## src/rtl/countdown_timer.sv

```systemverilog
// countdown_timer: loads an hh:mm:ss preset, counts down one step per prescaled tick, rings at 00:00:00.
// Latency: every control strobe takes effect on the next rising clk edge; all outputs are registered.
// Backpressure: none; strobes are sampled every cycle and ignored in states where they do not apply.
module countdown_timer #(
    parameter int TICK_DIV = 1,
    parameter int MAX_HOUR = 12
) (
    input  logic       clk,
    input  logic       reset,
    input  logic       load,
    input  logic [6:0] load_sec,
    input  logic [6:0] load_min,
    input  logic [4:0] load_hour,
    input  logic       start,
    input  logic       pause,
    input  logic       clear_ring,
    output logic [6:0] sec,
    output logic [6:0] min,
    output logic [4:0] hour,
    output logic       running,
    output logic       ring,
    output logic       done,
    output logic       load_err
);

    // Prescaler is wide enough to hold TICK_DIV-1 even when TICK_DIV is a power of two.
    localparam int              PW         = $clog2(TICK_DIV) + 1;
    localparam logic [PW-1:0]   PRESC_LAST = PW'(TICK_DIV - 1);
    localparam logic [PW-1:0]   PRESC_ONE  = PW'(1);
    localparam logic [4:0]      HOUR_LIMIT = 5'(MAX_HOUR);
    localparam logic [6:0]      SIXTY_M1   = 7'd59;

    typedef enum logic [1:0] {
        ST_IDLE    = 2'd0,
        ST_RUN     = 2'd1,
        ST_PAUSED  = 2'd2,
        ST_EXPIRED = 2'd3
    } state_t;

    state_t        state_q, state_d;
    logic [6:0]    sec_q, sec_d;
    logic [6:0]    min_q, min_d;
    logic [4:0]    hour_q, hour_d;
    logic [PW-1:0] presc_q, presc_d;
    logic          running_q, running_d;
    logic          ring_q, ring_d;
    logic          done_q, done_d;
    logic          load_err_q, load_err_d;

    // Decoded control intent for this cycle.
    logic preset_ok;
    logic value_zero;
    logic last_step;
    logic tick;
    logic expire;
    logic clear_act;
    logic load_act;
    logic load_ok;
    logic load_bad;
    logic pause_act;
    logic start_act;

    // Decode strobes against the current state, applying clear_ring > load > pause > start.
    always_comb begin
        preset_ok  = (load_sec <= SIXTY_M1) && (load_min <= SIXTY_M1) && (load_hour <= HOUR_LIMIT);
        value_zero = (sec_q == 7'd0) && (min_q == 7'd0) && (hour_q == 5'd0);
        last_step  = (sec_q == 7'd1) && (min_q == 7'd0) && (hour_q == 5'd0);
        tick       = (state_q == ST_RUN) && (presc_q == PRESC_LAST);
        // The expiring tick beats a same-cycle pause.
        expire     = tick && last_step;
        clear_act  = (state_q == ST_EXPIRED) && clear_ring;
        // Load is ignored while running, and a clear in EXPIRED pre-empts it.
        load_act   = load && (state_q != ST_RUN) && !clear_act;
        load_ok    = load_act && preset_ok;
        load_bad   = load_act && !preset_ok;
        pause_act  = pause && (state_q == ST_RUN) && !expire;
        // A rejected load still claims the cycle, so start never slips past it.
        start_act  = start && ((state_q == ST_IDLE) || (state_q == ST_PAUSED))
                     && !value_zero && !load_act;
    end

    // State register.
    always_ff @(posedge clk or posedge reset) begin
        if (reset) begin
            state_q <= ST_IDLE;
        end else begin
            state_q <= state_d;
        end
    end

    // Next-state logic.
    always_comb begin
        state_d = state_q;
        unique case (state_q)
            ST_IDLE: begin
                if (load_ok) begin
                    state_d = ST_IDLE;
                end else if (start_act) begin
                    state_d = ST_RUN;
                end
            end
            ST_RUN: begin
                if (expire) begin
                    state_d = ST_EXPIRED;
                end else if (pause_act) begin
                    state_d = ST_PAUSED;
                end
            end
            ST_PAUSED: begin
                if (load_ok) begin
                    state_d = ST_IDLE;
                end else if (start_act) begin
                    state_d = ST_RUN;
                end
            end
            ST_EXPIRED: begin
                if (clear_act || load_ok) begin
                    state_d = ST_IDLE;
                end
            end
            default: state_d = ST_IDLE;
        endcase
    end

    // Output decode from the next state so every flag lands on the same edge as the transition.
    always_comb begin
        running_d  = (state_d == ST_RUN);
        ring_d     = (state_d == ST_EXPIRED);
        done_d     = expire;
        load_err_d = load_bad;
    end

    // Time fields and prescaler: preset on legal load, borrow-decrement on tick, hold otherwise.
    always_comb begin
        sec_d   = sec_q;
        min_d   = min_q;
        hour_d  = hour_q;
        presc_d = presc_q;
        if (load_ok) begin
            sec_d   = load_sec;
            min_d   = load_min;
            hour_d  = load_hour;
            presc_d = '0;
        end else if ((state_q == ST_RUN) && !pause_act) begin
            if (tick) begin
                presc_d = '0;
                if (sec_q != 7'd0) begin
                    sec_d = sec_q - 7'd1;
                end else if (min_q != 7'd0) begin
                    min_d = min_q - 7'd1;
                    sec_d = SIXTY_M1;
                end else if (hour_q != 5'd0) begin
                    hour_d = hour_q - 5'd1;
                    min_d  = SIXTY_M1;
                    sec_d  = SIXTY_M1;
                end
            end else begin
                presc_d = presc_q + PRESC_ONE;
            end
        end else if (start_act && (state_q == ST_IDLE)) begin
            // A fresh run starts a full tick period; resume from PAUSED keeps the partial count.
            presc_d = '0;
        end
    end

    // Datapath and output registers.
    always_ff @(posedge clk or posedge reset) begin
        if (reset) begin
            sec_q      <= '0;
            min_q      <= '0;
            hour_q     <= '0;
            presc_q    <= '0;
            running_q  <= 1'b0;
            ring_q     <= 1'b0;
            done_q     <= 1'b0;
            load_err_q <= 1'b0;
        end else begin
            sec_q      <= sec_d;
            min_q      <= min_d;
            hour_q     <= hour_d;
            presc_q    <= presc_d;
            running_q  <= running_d;
            ring_q     <= ring_d;
            done_q     <= done_d;
            load_err_q <= load_err_d;
        end
    end

    assign sec      = sec_q;
    assign min      = min_q;
    assign hour     = hour_q;
    assign running  = running_q;
    assign ring     = ring_q;
    assign done     = done_q;
    assign load_err = load_err_q;

endmodule

```

## config.mk

```make
export PLATFORM = sky130hd
export DESIGN_NAME = countdown_timer
export DESIGN_NICKNAME = d
export VERILOG_FILES = /design/src/rtl/countdown_timer.sv
export SDC_FILE = /design/constraint.sdc
export NUM_CORES = 1
export LEC_CHECK = 0
export BUFFER_PORTS_ARGS = -buffer_cell sky130_fd_sc_hd__buf_2
export CORE_MARGIN = 2
export CORE_UTILIZATION = 50
export CTS_BUF_LIST = sky130_fd_sc_hd__clkbuf_16
export CTS_CLUSTER_SIZE = 30
export DETAILED_ROUTE_END_ITERATION = 12
export PLACE_DENSITY = 0.86
export SLEW_MARGIN = 30
export SYNTH_ARGS = -nofsm -noshare
export SYNTH_HDL_FRONTEND = slang
export SYNTH_SLANG_ARGS = --single-unit
```

## constraint.sdc

```tcl
create_clock -name clk -period 5.9 [get_ports clk]
set_input_delay 0.885 -clock clk [delete_from_list [all_inputs] [get_ports clk]]
set_output_delay 0.885 -clock clk [all_outputs]
set_load 0.02 [all_outputs]
```

# --- Word-level counts from Yosys, hierarchy flattened ---
# Index checks and enable logic that the tools add are counted.
# Widths: inputs -> output; s select.
word_totals:
  reg_bits: 26
  out_inout_bits: 23
  word_cells: 98
op_classes:
  addsub: 4
  magnitude_cmp: 3
  n_eq_ne: 9
  n_mux: 27
  bitwise: 1
  n_reduce_logical: 45
ops:
  columns: ["operator", "n"]
  rows:
  - ["$mux 7", 11]
  - ["$mux 5", 6]
  - ["$logic_and 1x1->1", 20]
  - ["$le 7x6->1 const B", 2]
  - ["$logic_not 7->1", 2]
  - ["$reduce_bool 7->1", 2]
  - ["$sub 7x1->7 const B", 2]
  - ["$mux 2", 5]
  - ["$eq 7x1->1 const B", 1]
  - ["$eq 2x2->1 const B", 3]
  - ["$logic_not 1->1", 6]
  - ["$pmux 2 s3", 1]
  - ["$reduce_bool 2->1", 3]
  - ["$reduce_bool 3->1", 2]
  - ["$le 5x4->1 const B", 1]
  - ["$logic_not 5->1", 1]
  - ["$reduce_and 5->1", 1]
  - ["$reduce_bool 5->1", 1]
  - ["$sub 5x1->5 const B", 1]
  - ["$eq 2x1->1 const B", 2]
  - ["$mux 1", 4]
  - ["$ne 2x2->1 const B", 2]
  - ["$reduce_and 4->1", 1]
  - ["$reduce_bool 4->1", 1]
  - ["7 further kinds", 8]

# --- Logic depth before layout (Yosys ltp) ---
logic_depth:
  depth_word: 10
  ltp_mapped: 8
  mapped_depth_nobuf: 7

# --- Least setup slack after synthesis ---
# No wires, ideal clock.
synth_timing:
  path_kind: "input to register"
  from: "in pause"
  to: "reg hour_q[3] (netlist: hour[3])"
  arrival_time_ps: 2076
  t_required_ps: 5775
  path_slack_ps: 3700
  cell_stages: 6
  path_buffers: 1
  cell_sequence: "nor4b_1 > and3_1 > clkbuf_1 > nand3_1 > xnor2_1 > mux2_2"
synth_via:
  elab_chain_len: 6
synth_rtl:
  columns: ["item", "line", "text"]
  rows:
  - ["start, declared", "15", "input logic pause,"]
  - ["$logic_and 1x1->1 (2 in series)", "76", "pause_act = pause && (state_q == ST_RUN) && !expire;"]
  - ["$logic_not 1->1", "144", "end else if ((state_q == ST_RUN) && !pause_act) begin"]
  - ["$logic_and 1x1->1", "144", null]
  - ["$reduce_bool 2->1 (no line)", null, null]
  - ["$reduce_and 5->1 (no line)", null, null]
  - ["end signal, assigned", "180", "hour_q <= hour_d;"]
  - ["end, declared", "43", "logic [4:0] hour_q, hour_d;"]
# No other way between the ends.
# A chain may end at the register's enable or synchronous reset.

# --- Worst setup path after layout ---
layout_timing:
  from: "reg min_q[0] (netlist: min[0])"
  to: "reg hour_q[3] (netlist: hour[3])"
layout_via:
  elab_chain_len: 10
layout_rtl:
  columns: ["item", "line", "text"]
  rows:
  - ["start, declared", "42", "logic [6:0] min_q, min_d;"]
  - ["start signal, assigned", "179", "min_q <= min_d;"]
  - ["$logic_not 7->1", "67", "last_step = (sec_q == 7'd1) && (min_q == 7'd0) && (hour_q == 5'd0);"]
  - ["$logic_and 1x1->1 (2 in series)", "67", null]
  - ["$logic_and 1x1->1", "70", "expire = tick && last_step;"]
  - ["$logic_not 1->1", "76", null]
  - ["$logic_and 1x1->1", "76", null]
  - ["$logic_not 1->1", "144", null]
  - ["$logic_and 1x1->1", "144", null]
  - ["$reduce_bool 2->1 (no line)", null, null]
  - ["$reduce_and 5->1 (no line) (*)", null, null]
# Mark *: on every way between the ends. The rest lies on a longest branch, timed or not.

==> key figures <==
Setup path
  – Crit path launch type: register
  – CP Capture Type: register
  – Worst-path fanout max: 8
  – Top delay family on crit path: simple AND/OR/NAND/NOR gates
  – Crit-path slowest cell: nor3b_1
  – Worst-path cell chain: inv_1 -> ha_1 -> nor4b_4 -> nor3b_1 -> nand3_1 -> xnor2_1 -> mux2_2
  – Bufs and invs on worst path: 1
  – CP Class: reg2reg
  – Crit path DAT: 2.57 ns
  – Max incr delay on CP: 0.53 ns
  – Critical path required time: 6.04 ns
  – Reg2reg setup slack: 3.47 ns

Clock network
  – Longest Clk Path Bufs: 2
  – CTS Hold Bufs: 0
  – CTS tree: done
  – Clock-pin slew on the worst setup and hold paths: about 0.060 ns
  – Resized Gates After CTS: 0
  – Clock Latency Late Sink: 0.25 ns
  – CTS root buf: clkbuf_16
  – CTS Sinks: 26
  – CTS Buf Count: 3
  – H-tree levels: 1
  – Postcts setup bufs: 0

Die
  – Die ar.: 4028 sq um
  – I/O Pins: 48
  – Die Wd: 63.47 um
  – Die H: 63.47 um
  – Num rows: 21
  – Initial core utilization: 0.5257
  – Core Region: 3363 sq um

Power and ir drop
  – Clock network power share: 0.155
  – Worst vdd ir: around 0.21 mV
  – Combinational group share of total power: 0.477
  – Register share of total power: 0.369
  – Pint: approximately 520 uW
  – Net Sw Power: 426.7 uW
  – Switching Share: 0.4502
  – P_leak: 0.9832 nW
  – Power per cell area: 454.7 nW/um^2

Routing
  – Post-Route WL: 4.019 mm
  – Vias per cell: 5.698
  – Remaining DRCs: 0
  – Vias: 1567
  – WL/cell: 14.61 um
  – Iter 0 DRT Violations: 83
  – DRT Pass-1 Iters: 4
  – Post-route ant nets: 0

Global route
  – Residual overflow from global routing: 0
  – Largest net degree at the start of global routing: 30
  – Total track usage: 0.2095
  – First-pass GRT wire length: 6.858 mm
  – Initial antenna violation count: 0
  – Vias in the first global route: 1456

Layout
  – Layout area overhead: 17.91%
  – Filler cells: 315
  – Commonest non-fill, non-tap cell in the layout: buf_2
  – Layout cells sized above 1: 0.3275
  – Final #Nets: between 200 and 300
  – Area of the multi-input gates: around 1000 sq um
  – Seq. cell area: 650.6 sq um
  – Commonest cells after routing, fill and taps aside: buf_2 (47), dfrtp_1 (26), nand2_1 (17)
  – Ant diodes: 0
  – Fin cells: 275

Flow run
  – Max Cap Viol: 0

Outcome
  – Outcome: finished clean

Synthesis
  – Area share of the largest cell type after synthesis: 0.3680
  – Leading area contributor after synthesis: dfrtp_1
  – Post-synth EDFFs: 0
  – Yosys warns: 0
  – Post-synthesis sequential element count: 26
  – Top FF cell, synth: dfrtp_1
  – Gate Count Post-Synth: 186
  – Synth cell types: 55
  – FFs w/ async S/R, synth: 1.000
  – Syn nets: 218
  – Sequential fraction of the synthesis area: 0.3680
  – Syn_area_per_cell: 9.505 sq um
  – Largest cells by area after synthesis: dfrtp_1 (37%), ha_1 (5.0%), nand2_1 (3.6%)
  – Synthesized cell area: 1768 sq um

STA
  – Fin. Hold Viols: 0
  – Max frequency: 0.4115 GHz
  – Final setup viols: 0
  – Slew headroom: 0.5762
  – Final period util: 0.4119
  – Pin slew with the least headroom to its limit: about 0.63 ns
  – Setup TNS: 0 ns
  – RSZ-0062 raised after global routing: no
  – Hold slack: around 0.56 ns
  – Final Max Slew Viols: 0
  – Fin crit period: 2.430 ns
  – Skew final: roughly 0.0042 ns

Placed design
  – IO Port Bufs: 47
  – Placed insts: 272
  – Hpwl dp: ~3.0 mm
  – Placer Congestion: 0.8346

Hold path
  – Worst Hold Class: reg2reg
==> power groups by stage <==
stage               clock network [mW]  logic (mW)  registers [mW]
floorplan                            0       0.269           0.401
global placement                     0       0.438           0.348
detailed placement                   0       0.448           0.350
CTS                              0.147       0.453           0.347
global route                     0.157       0.499           0.363
finish                           0.147       0.452           0.349
==> Yosys cell counts, types with 3 or more instances <==
master	count
dfrtp_1	26
nand2_1	17
nor2_1	14
a21oi_1	12
inv_1	12
ha_1	7
nor3_1	7
o21ai_0	7
a31o_2	5
nand3_1	4
a21o_1	3
a31oi_1	3
and3_1	3
buf_6	3
clkbuf_1	3
nand4_1	3
nor2b_1	3
nor4b_1	3
o21ai_1	3
==> final timing paths <==
path / from / end / cells after the start
worst max-delay path: min[0] / hour[3] / 7
worst min-delay path: presc_q / presc_q / 1
worst max register to register: min[0] / hour[3] / 7
worst min register to register: presc_q / presc_q / 1
max in group asynchronous: reset / state_q[1] / 2
min in group asynchronous: reset / load_err / 2
==> cell type report <==
type / count / share of cell area
sequential: 26 / 0.3121
tap: 46 / 0.02761
clock buffer: 3 / 0.03601
timing repair buffer: 47 / 0.1128
multi-input combinational: 141 / 0.4898
inverter: 12 / 0.02161
==> routing by layer <==
layer | GRT usage | up-vias | wire length [um] | part of all wire
met5 | 0 | - | 0 | 0
met4 | 0.04891 | 0 | 18 | 0.0045
met3 | 0.02321 | 2 | 183 | 0.046
met2 | 0.3395 | 42 | 1898 | 0.47
met1 | 0.3011 | 748 | 1919 | 0.48
li1 | - | 775 | - | -
==> worst reg2reg max path, cell delays in order, from the launching register on <==
cell     delay (ns)
dfrtp_1        0.44
inv_1          0.11
ha_1           0.16
nor4b_4        0.50
nor3b_1        0.54
nand3_1        0.16
xnor2_1        0.15
mux2_2         0.26
==> cell families after synthesis <==
group | after synthesis | share of synthesized area
AND/OR/NAND/NOR | 78 | 0.2930
adder cells (fa/ha/maj) | 7 | 0.04954
AO/OA/AOI/OAI | 48 | 0.1868
multiplexers | 4 | 0.02406
buffers and inverters | 19 | 0.05873
flip-flops | 26 | 0.3680
XOR/XNOR | 4 | 0.01982
==> state kept, by name (all words and copies together), names as in the netlist <==
signal and count:
presc_q 1, running 1, ring 1, done 1, min 7, sec 7
hour 5, load_err 1, state_q 2
==> per-stage QoR <==
step	setup WS [ns]	power, mW	cell area (sq um)	utilization
finish	3.470	0.9477	2085	0.6198
global route	3.248	1.018	2085	0.6198
CTS	3.478	0.9475	2085	0.6198
detailed placement	3.356	0.7980	2009	0.5975
global placement	3.034	0.7853	2004	0.5960
floorplan	3.700	0.6704	1768	-
(Power assumes the default switching activity.)
